### config.mk
export PLATFORM = sky130hd
export DESIGN_NAME = aes_dec_out_buffer_flat
export DESIGN_NICKNAME = d
export VERILOG_FILES = /design/src/rtl/aes_dec_pkg.sv /design/src/rtl/aes_dec_out_buffer_if.sv /design/src/rtl/aes_sync_fifo.sv /design/src/rtl/aes_dec_out_buffer.sv /design/src/flat_wrapper.sv
export SDC_FILE = /design/constraint.sdc
export NUM_CORES = 2
export LEC_CHECK = 0
export BUFFER_PORTS_ARGS = -buffer_cell sky130_fd_sc_hd__buf_4
export CAP_MARGIN = 20
export CORE_UTILIZATION = 62
export CTS_CLUSTER_SIZE = 30
export DETAILED_ROUTE_END_ITERATION = 10
export PLACE_DENSITY = 0.89
export SLEW_MARGIN = 10
export SYNTH_ARGS = -nofsm -noshare
export SYNTH_HDL_FRONTEND = slang
export SYNTH_MEMORY_MAX_BITS = 65536
export SYNTH_SLANG_ARGS = --single-unit
### constraint.sdc
create_clock -name clk -period 10 [get_ports clk]
set_clock_uncertainty 0.1 [all_clocks]
set_input_delay 0.5 -clock clk [delete_from_list [all_inputs] [get_ports clk]]
set_output_delay 0.5 -clock clk [all_outputs]
set_load 0.02 [all_outputs]
### src/rtl/aes_dec_pkg.sv
// Shared constants and types for the AES decryptor output path.
package aes_dec_pkg;

  localparam int AES_BLK_W   = 128;
  localparam int DEC_LATENCY = 20;
  localparam int OUT_DEPTH   = 32;
  localparam int BLK_IDX_W   = 8;

  // One buffered plaintext block as it travels through the output FIFO.
  typedef struct packed {
    logic [AES_BLK_W-1:0] data;
    logic [BLK_IDX_W-1:0] idx;
    logic                 last;
  } dec_entry_t;

  // Width of an occupancy counter that must represent 0..depth inclusive.
  function automatic int level_w(input int depth);
    return $clog2(depth + 1);
  endfunction

endpackage

### src/rtl/aes_dec_out_buffer_if.sv
// Source-side and consumer-side handshake of the decryptor output buffer.
// master: the buffer itself; slave: the surrounding source/consumer.
interface aes_dec_out_buffer_if
  import aes_dec_pkg::*;
#(
  parameter int DATA_W = AES_BLK_W,
  parameter int IDX_W  = BLK_IDX_W,
  parameter int LVL_W  = level_w(OUT_DEPTH)
);

  logic              in_valid;
  logic              in_last;
  logic              in_ready;
  logic [DATA_W-1:0] plaintext;
  logic              out_valid;
  logic              out_ready;
  logic [DATA_W-1:0] out_data;
  logic [IDX_W-1:0]  out_idx;
  logic              out_last;
  logic [LVL_W-1:0]  level;
  logic              err_ovf;

  modport master (
    input  in_valid, in_last, plaintext, out_ready,
    output in_ready, out_valid, out_data, out_idx, out_last, level, err_ovf
  );

  modport slave (
    output in_valid, in_last, plaintext, out_ready,
    input  in_ready, out_valid, out_data, out_idx, out_last, level, err_ovf
  );

endinterface

### src/rtl/aes_sync_fifo.sv
// Show-ahead synchronous FIFO with occupancy output and a sticky overflow flag.
// A push while full is accepted only if a pop frees the head slot in the same cycle.
module aes_sync_fifo #(
  parameter int WIDTH = 8,
  parameter int DEPTH = 4,
  parameter int LVL_W = $clog2(DEPTH + 1)
) (
  input  logic             clk,
  input  logic             rst,
  input  logic             push,
  input  logic [WIDTH-1:0] din,
  input  logic             pop,
  output logic [WIDTH-1:0] dout,
  output logic             valid,
  output logic [LVL_W-1:0] level,
  output logic             ovf
);

  localparam int PTR_W = (DEPTH > 1) ? $clog2(DEPTH) : 1;

  logic [WIDTH-1:0] mem [DEPTH];
  logic [PTR_W-1:0] wr_ptr;
  logic [PTR_W-1:0] rd_ptr;
  logic             full;
  logic             empty;
  logic             pop_en;
  logic             wr_en;

  function automatic logic [PTR_W-1:0] ptr_inc(input logic [PTR_W-1:0] p);
    return (p == PTR_W'(DEPTH - 1)) ? '0 : p + 1'b1;
  endfunction

  assign full   = (level == LVL_W'(DEPTH));
  assign empty  = (level == '0);
  assign pop_en = pop & ~empty;
  assign wr_en  = push & (~full | pop_en);
  assign valid  = ~empty;
  assign dout   = empty ? '0 : mem[rd_ptr];

  // Storage array: written on every accepted push.
  // NOTE: the data array has no reset; occupancy is tracked by level and the
  // head is masked to zero while empty, so stale contents are never visible.
  always_ff @(posedge clk) begin
    if (wr_en) mem[wr_ptr] <= din;
  end

  // Pointers, occupancy and the sticky overflow flag.
  always_ff @(posedge clk or negedge rst) begin
    if (!rst) begin
      wr_ptr <= '0;
      rd_ptr <= '0;
      level  <= '0;
      ovf    <= 1'b0;
    end else begin
      if (wr_en)  wr_ptr <= ptr_inc(wr_ptr);
      if (pop_en) rd_ptr <= ptr_inc(rd_ptr);
      if (wr_en && !pop_en)      level <= level + 1'b1;
      else if (pop_en && !wr_en) level <= level - 1'b1;
      if (push && full && !pop_en) ovf <= 1'b1;
    end
  end

endmodule

### src/rtl/aes_dec_out_buffer.sv
// Output buffer for the fixed-latency pipelined AES-128 decryptor.
// A delay line marks which decryptor output cycles carry accepted blocks; only
// those are captured into the FIFO, tagged with a running index and last flag.
// Credits (in flight + buffered) throttle the source so the FIFO cannot overflow.
module aes_dec_out_buffer
  import aes_dec_pkg::*;
#(
  parameter int DATA_W  = AES_BLK_W,
  parameter int LATENCY = DEC_LATENCY,
  parameter int DEPTH   = OUT_DEPTH,
  parameter int IDX_W   = BLK_IDX_W
) (
  input logic                  clk,
  input logic                  rst,
  aes_dec_out_buffer_if.master bus
);

  localparam int LVL_W = level_w(DEPTH);
  localparam int CNT_W = $clog2(LATENCY + 1);
  localparam int SUM_W = LVL_W + 1;
  localparam int ENT_W = DATA_W + IDX_W + 1;

  logic               accept;
  logic               capture;
  logic               pop;
  logic [LATENCY-1:0] dl_valid;
  logic [LATENCY-1:0] dl_last;
  logic [CNT_W-1:0]   inflight;
  logic [IDX_W-1:0]   idx_cnt;
  logic [LVL_W-1:0]   level;
  logic [ENT_W-1:0]   push_word;
  logic [ENT_W-1:0]   head_word;

  assign accept  = bus.in_valid & bus.in_ready;
  assign capture = dl_valid[LATENCY-1];
  assign pop     = bus.out_valid & bus.out_ready;

  // Credit check uses registered state only, so the source never sees a
  // combinational path from its own in_valid back to in_ready.
  assign bus.in_ready = (SUM_W'(inflight) + SUM_W'(level)) < SUM_W'(DEPTH);

  // Delay line: the last stage is high exactly while plaintext holds a tracked block.
  always_ff @(posedge clk or negedge rst) begin
    if (!rst) begin
      dl_valid <= '0;
      dl_last  <= '0;
    end else begin
      // NOTE: non-blocking assignments let every stage read its neighbour's
      // pre-edge value, so the loop order does not matter.
      dl_valid[0] <= accept;
      dl_last[0]  <= accept & bus.in_last;
      for (int i = 1; i < LATENCY; i++) begin
        dl_valid[i] <= dl_valid[i-1];
        dl_last[i]  <= dl_last[i-1];
      end
    end
  end

  // In-flight block count and capture-order index.
  always_ff @(posedge clk or negedge rst) begin
    if (!rst) begin
      inflight <= '0;
      idx_cnt  <= '0;
    end else begin
      if (accept && !capture)      inflight <= inflight + 1'b1;
      else if (capture && !accept) inflight <= inflight - 1'b1;
      if (capture) idx_cnt <= idx_cnt + 1'b1;
    end
  end

  assign push_word = {bus.plaintext, idx_cnt, dl_last[LATENCY-1]};

  aes_sync_fifo #(
    .WIDTH (ENT_W),
    .DEPTH (DEPTH),
    .LVL_W (LVL_W)
  ) u_fifo (
    .clk   (clk),
    .rst   (rst),
    .push  (capture),
    .din   (push_word),
    .pop   (pop),
    .dout  (head_word),
    .valid (bus.out_valid),
    .level (level),
    .ovf   (bus.err_ovf)
  );

  assign {bus.out_data, bus.out_idx, bus.out_last} = head_word;
  assign bus.level = level;

endmodule

### src/flat_wrapper.sv
// flat-port wrapper written by rule: the top's interface ports become plain ports
module aes_dec_out_buffer_flat import aes_dec_pkg::*;
#(
  parameter int DATA_W  = AES_BLK_W,
  parameter int LATENCY = DEC_LATENCY,
  parameter int DEPTH   = OUT_DEPTH,
  parameter int IDX_W   = BLK_IDX_W
)
  (clk, rst, bus_in_valid, bus_in_last, bus_plaintext, bus_out_ready, bus_in_ready, bus_out_valid, bus_out_data, bus_out_idx, bus_out_last, bus_level, bus_err_ovf);
  aes_dec_out_buffer_if #(.DATA_W(DATA_W), .IDX_W(IDX_W), .LVL_W(level_w(OUT_DEPTH))) bus_i ();
  input logic clk;
  input logic rst;
  input wire logic [$bits(bus_i.in_valid)-1:0] bus_in_valid;
  input wire logic [$bits(bus_i.in_last)-1:0] bus_in_last;
  input wire logic [$bits(bus_i.plaintext)-1:0] bus_plaintext;
  input wire logic [$bits(bus_i.out_ready)-1:0] bus_out_ready;
  output wire logic [$bits(bus_i.in_ready)-1:0] bus_in_ready;
  output wire logic [$bits(bus_i.out_valid)-1:0] bus_out_valid;
  output wire logic [$bits(bus_i.out_data)-1:0] bus_out_data;
  output wire logic [$bits(bus_i.out_idx)-1:0] bus_out_idx;
  output wire logic [$bits(bus_i.out_last)-1:0] bus_out_last;
  output wire logic [$bits(bus_i.level)-1:0] bus_level;
  output wire logic [$bits(bus_i.err_ovf)-1:0] bus_err_ovf;
  assign bus_i.in_valid = bus_in_valid;
  assign bus_i.in_last = bus_in_last;
  assign bus_i.plaintext = bus_plaintext;
  assign bus_i.out_ready = bus_out_ready;
  assign bus_in_ready = bus_i.in_ready;
  assign bus_out_valid = bus_i.out_valid;
  assign bus_out_data = bus_i.out_data;
  assign bus_out_idx = bus_i.out_idx;
  assign bus_out_last = bus_i.out_last;
  assign bus_level = bus_i.level;
  assign bus_err_ovf = bus_i.err_ovf;
  aes_dec_out_buffer #(.DATA_W(DATA_W), .LATENCY(LATENCY), .DEPTH(DEPTH), .IDX_W(IDX_W)) u_core (.clk(clk), .rst(rst), .bus(bus_i));
endmodule
==> run summary <==
The flow ran to the end, and the final reports show no timing, DRC or antenna violations. Tracing the worst setup path back leads to its startpoint at u_core.u_fifo.rd_ptr[1]$_DFFE_PN0N_. The run gives 61.4 nW as the static power due to leakage.

Averaged over all synthesized cells, the footprint is 22.4 µm². In the final layout, the share of cells above drive strength 1 is 22.5%. Measured in cells, the most critical reg-to-reg path has a length of 9. The residual overflow from global routing was 0; the number of antenna violations at the first check in global routing was 34.

Port buffering added 278 buffers. The shortest period the worst path allows is 7.11 ns. The run gives 684000 µm as the global-route wire length before repair.

For the setup violation total in the final timing report, the log shows 0. From synthesis to final layout, the design area changed by 12.3%. After floorplanning, the core was divided into 191 placement rows.

The register bit count reported by yosys came out at 4454. The tools report the CTS root buffer as clkbuf_16. The worst hold slack is 0.107 ns. The floorplan step defined a core boundary enclosing 0.271 mm². The via count of the first global-routing pass was 93500. The longest clock path from root to sink contains 4 buffers. The number of pins with negative max-slew slack in the final report is 0, and the final weighted congestion in routability-driven placement is 0.773. After synthesis, flip-flops and latches occupy 78.8% of the total area. Setup repair after global routing left no endpoint under its margin. edfxtp_1 is the most common cell in the netlist.

The clock edge transition at the registers on the reported setup and hold paths is 0.06 ns. The ratio of total power to cell area is 274 mW/mm², and the I/O pin count is 279. The routed layout has 91600 vias.

The die covers 0.275 mm². For this run, design rule violations remaining after detail routing come to 0. For the reported max-cap violation count, the log shows 0. Across every metal layer, demand over resource in global routing totals 35.4%. The actual transition at the worst max-transition pin is 1.46 ns.

After detailed routing, the number of vias per cell comes to 7.62. Endpoint type of the worst setup path: a primary output. Yosys printed 0 warnings. Buffers inserted during clock tree synthesis total 418. The final hold violation count was 0; the average wire length per cell after detail routing was 40.8 µm. TritonCTS built the clock tree.

Arrival time of data at the critical path endpoint: 6.51 ns. The mapped cell area is 0.169 mm², and the largest fanout on the critical path is 67. The die outline height is 524 µm, and the number of instances in the synthesized netlist is 7543.

VDD sags by at most 0.000319 V. Detailed placement ended at an HPWL of 207000 µm. The clock latency on the worst-skew pair is 0.96 ns, and the antenna violation net count after detailed routing is 0. The tree built by TritonCTS fans out to 4454 sinks. The netlist uses 50 different library cells. For this run, the detailed router's first-pass iteration total came to 7.

The horizontal die dimension was 524 µm. The launch point of the worst reg-to-reg path was u_core.u_fifo.level[0]$_DFFE_PN0P_. The maximum number of pins on one net before global-route repair is 157. Worst setup path endpoint: bus_out_data[33]. The first routing iteration left 15500 violations.

STA classifies the critical path startpoint as a flop. For this run, the leading register cell type out of synthesis is edfxtp_1. The worst hold path belongs to the class input port to asynchronous set/reset pin. Adding up every negative setup slack in the final design gives 0 ns. The number of nets in the synthesized netlist is 7699. Wires add up to 491000 µm.

Sorting the synthesized cells by how often they occur yields edfxtp_1 (4384), mux4_2 (824), mux2i_1 (820), nor2_1 (317), a221oi_1 (272). The initial utilization of the core area, before any placement, comes to 62.4%. Portion of synthesized cell area occupied by the leading cell type: 77.8%. The critical path is of the flop to primary output type.

Yosys attributes the largest share of cell area to edfxtp_1 (78%), mux4_2 (11%), mux2i_1 (4.9%). Headroom to the max-slew limit came out at 2.69%. Largest area contributor in the netlist: edfxtp_1. The maximum level of the CTS H-tree was 5; the number of nets in the final layout was 8249.

Reg-to-reg endpoint: u_core.u_fifo.mem[27][92]$_DFFE_PP_. After synthesis, the share of flip-flops with an asynchronous set or reset is 1.57%. The design draws 0.0520 W. The share of the clock period used by the worst path was 71.1%; the number of flops mapped to enable cells by yosys was 4384. The tools report the maximum clock rate as 141 MHz. STA puts the critical path data required time at 9.40 ns.

The slack of the worst reg-to-reg path is 4.71 ns.
## worst min path at each step
stage / endpoint / slack [ns]
finish: u_core.inflight[4]$_DFFE_PN0P_ / 0.11
detailed placement: u_core.dl_valid[19]$_DFF_PN0_ / 0.24
CTS: u_core.inflight[4]$_DFFE_PN0P_ / 0.12
global route: u_core.inflight[4]$_DFFE_PN0P_ / 0.18
global placement: u_core.dl_valid[13]$_DFF_PN0_ / 0.24
floorplan: u_core.dl_last[0]$_DFF_PN0_ / 0.10
## layer usage
metal	track usage [%]	vias to the layer above	wire length, µm
met5	0	-	293
met4	23.4	36	37200
met3	8.48	2275	64900
met2	57.5	10200	240000
met1	42.7	46000	148000
li1	-	33100	-
## through the flow
stage / cells / util, % / worst slack [ns] / instance area (µm²)
after floorplan: 7543 / - / 2.23 / 169000
after global placement: 11100 / 64.7 / 4.31 / 175000
after detailed placement: 11100 / 64.7 / 4.22 / 175000
after CTS: 12000 / 70.0 / 3.10 / 190000
after global routing: 12000 / 70.1 / 2.90 / 190000
final: 12000 / 70.1 / 2.89 / 190000
## cell usage in the layout (no fill, tap or decap), types with 16 or more instances in the layout
cell type      Yosys  layout
dfrtp_1           70      67
clkinv_2           0      96
ha_1              21      21
nor2_1           317     284
o221ai_1         136     136
clkbuf_1         136      89
diode_2            0      16
buf_12             0      34
mux4_2           824     824
dlygate4sd3_1      0     133
a221oi_1         272     272
clkinv_1           0      86
buf_4             57     391
a22oi_1          136     136
bufinv_16          0      26
edfxtp_1        4384    4384
mux2i_1          820     820
clkbuf_16          0     421
nor2_4             0      33
nand2_1           21      21
## logic make-up after synthesis
kind of cell | Yosys count | synth area share [%]
compound gates | 579 | 2.85
xor+xnor | 16 | 0.0828
fa+ha+maj | 23 | 0.179
buf+inv | 448 | 1.31
flops | 4454 | 78.8
mux | 1650 | 15.9
simple gates | 373 | 0.895
## final cells by class
class | count | area (µm²)
Sequential cell | 4454 | 133000
Tap cell | 3570 | 4470
Timing Repair Buffer | 562 | 5060
Inverter | 16 | 67.6
Multi-Input combinational cell | 2641 | 33900
Fill cell | 14200 | 81000
Antenna cell | 16 | 40.0
Clock inverter | 243 | 2100
Clock buffer | 515 | 10900
## registers in the layout, indices dropped and copies added (netlist names)
| name | count |
|---|---|
| u_core.dl_last | 20 |
| u_core.u_fifo.rd_ptr | 5 |
| u_core.u_fifo.wr_ptr | 5 |
| u_core.u_fifo.level | 6 |
| u_core.u_fifo.ovf | 1 |
| u_core.u_fifo.mem | 4384 |
| u_core.dl_valid | 20 |
| u_core.inflight | 5 |
| u_core.idx_cnt | 8 |
## report_power, final
part / switching, W / total (W) / internal [W]
Sequential: 0.000501 / 0.0217 / 0.0212
Combinational: 0.00912 / 0.0147 / 0.00554
Clock: 0.00719 / 0.0157 / 0.00847
Total: 0.0168 / 0.0520 / 0.0352
## worst max-delay path, stage by stage, from the launching register on
cell and delay (ns):
dfrtp_4 0.99, buf_4 0.88, buf_4 0.99, buf_4 0.72, mux4_2 0.43, nor2_1 0.10, a221oi_1 0.08, a22oi_1 0.58
o221ai_1 0.27, buf_4 0.24
## what timing repair did
| action | CTS | global route |
|---|---|---|
| resized for setup | 0 | 0 |
| buffers inserted | 0 | 0 |
| hold buffers | 133 | 0 |
| hold endpoints to repair | 4169 | 0 |
Note: power is estimated with default switching activity, not from simulation.
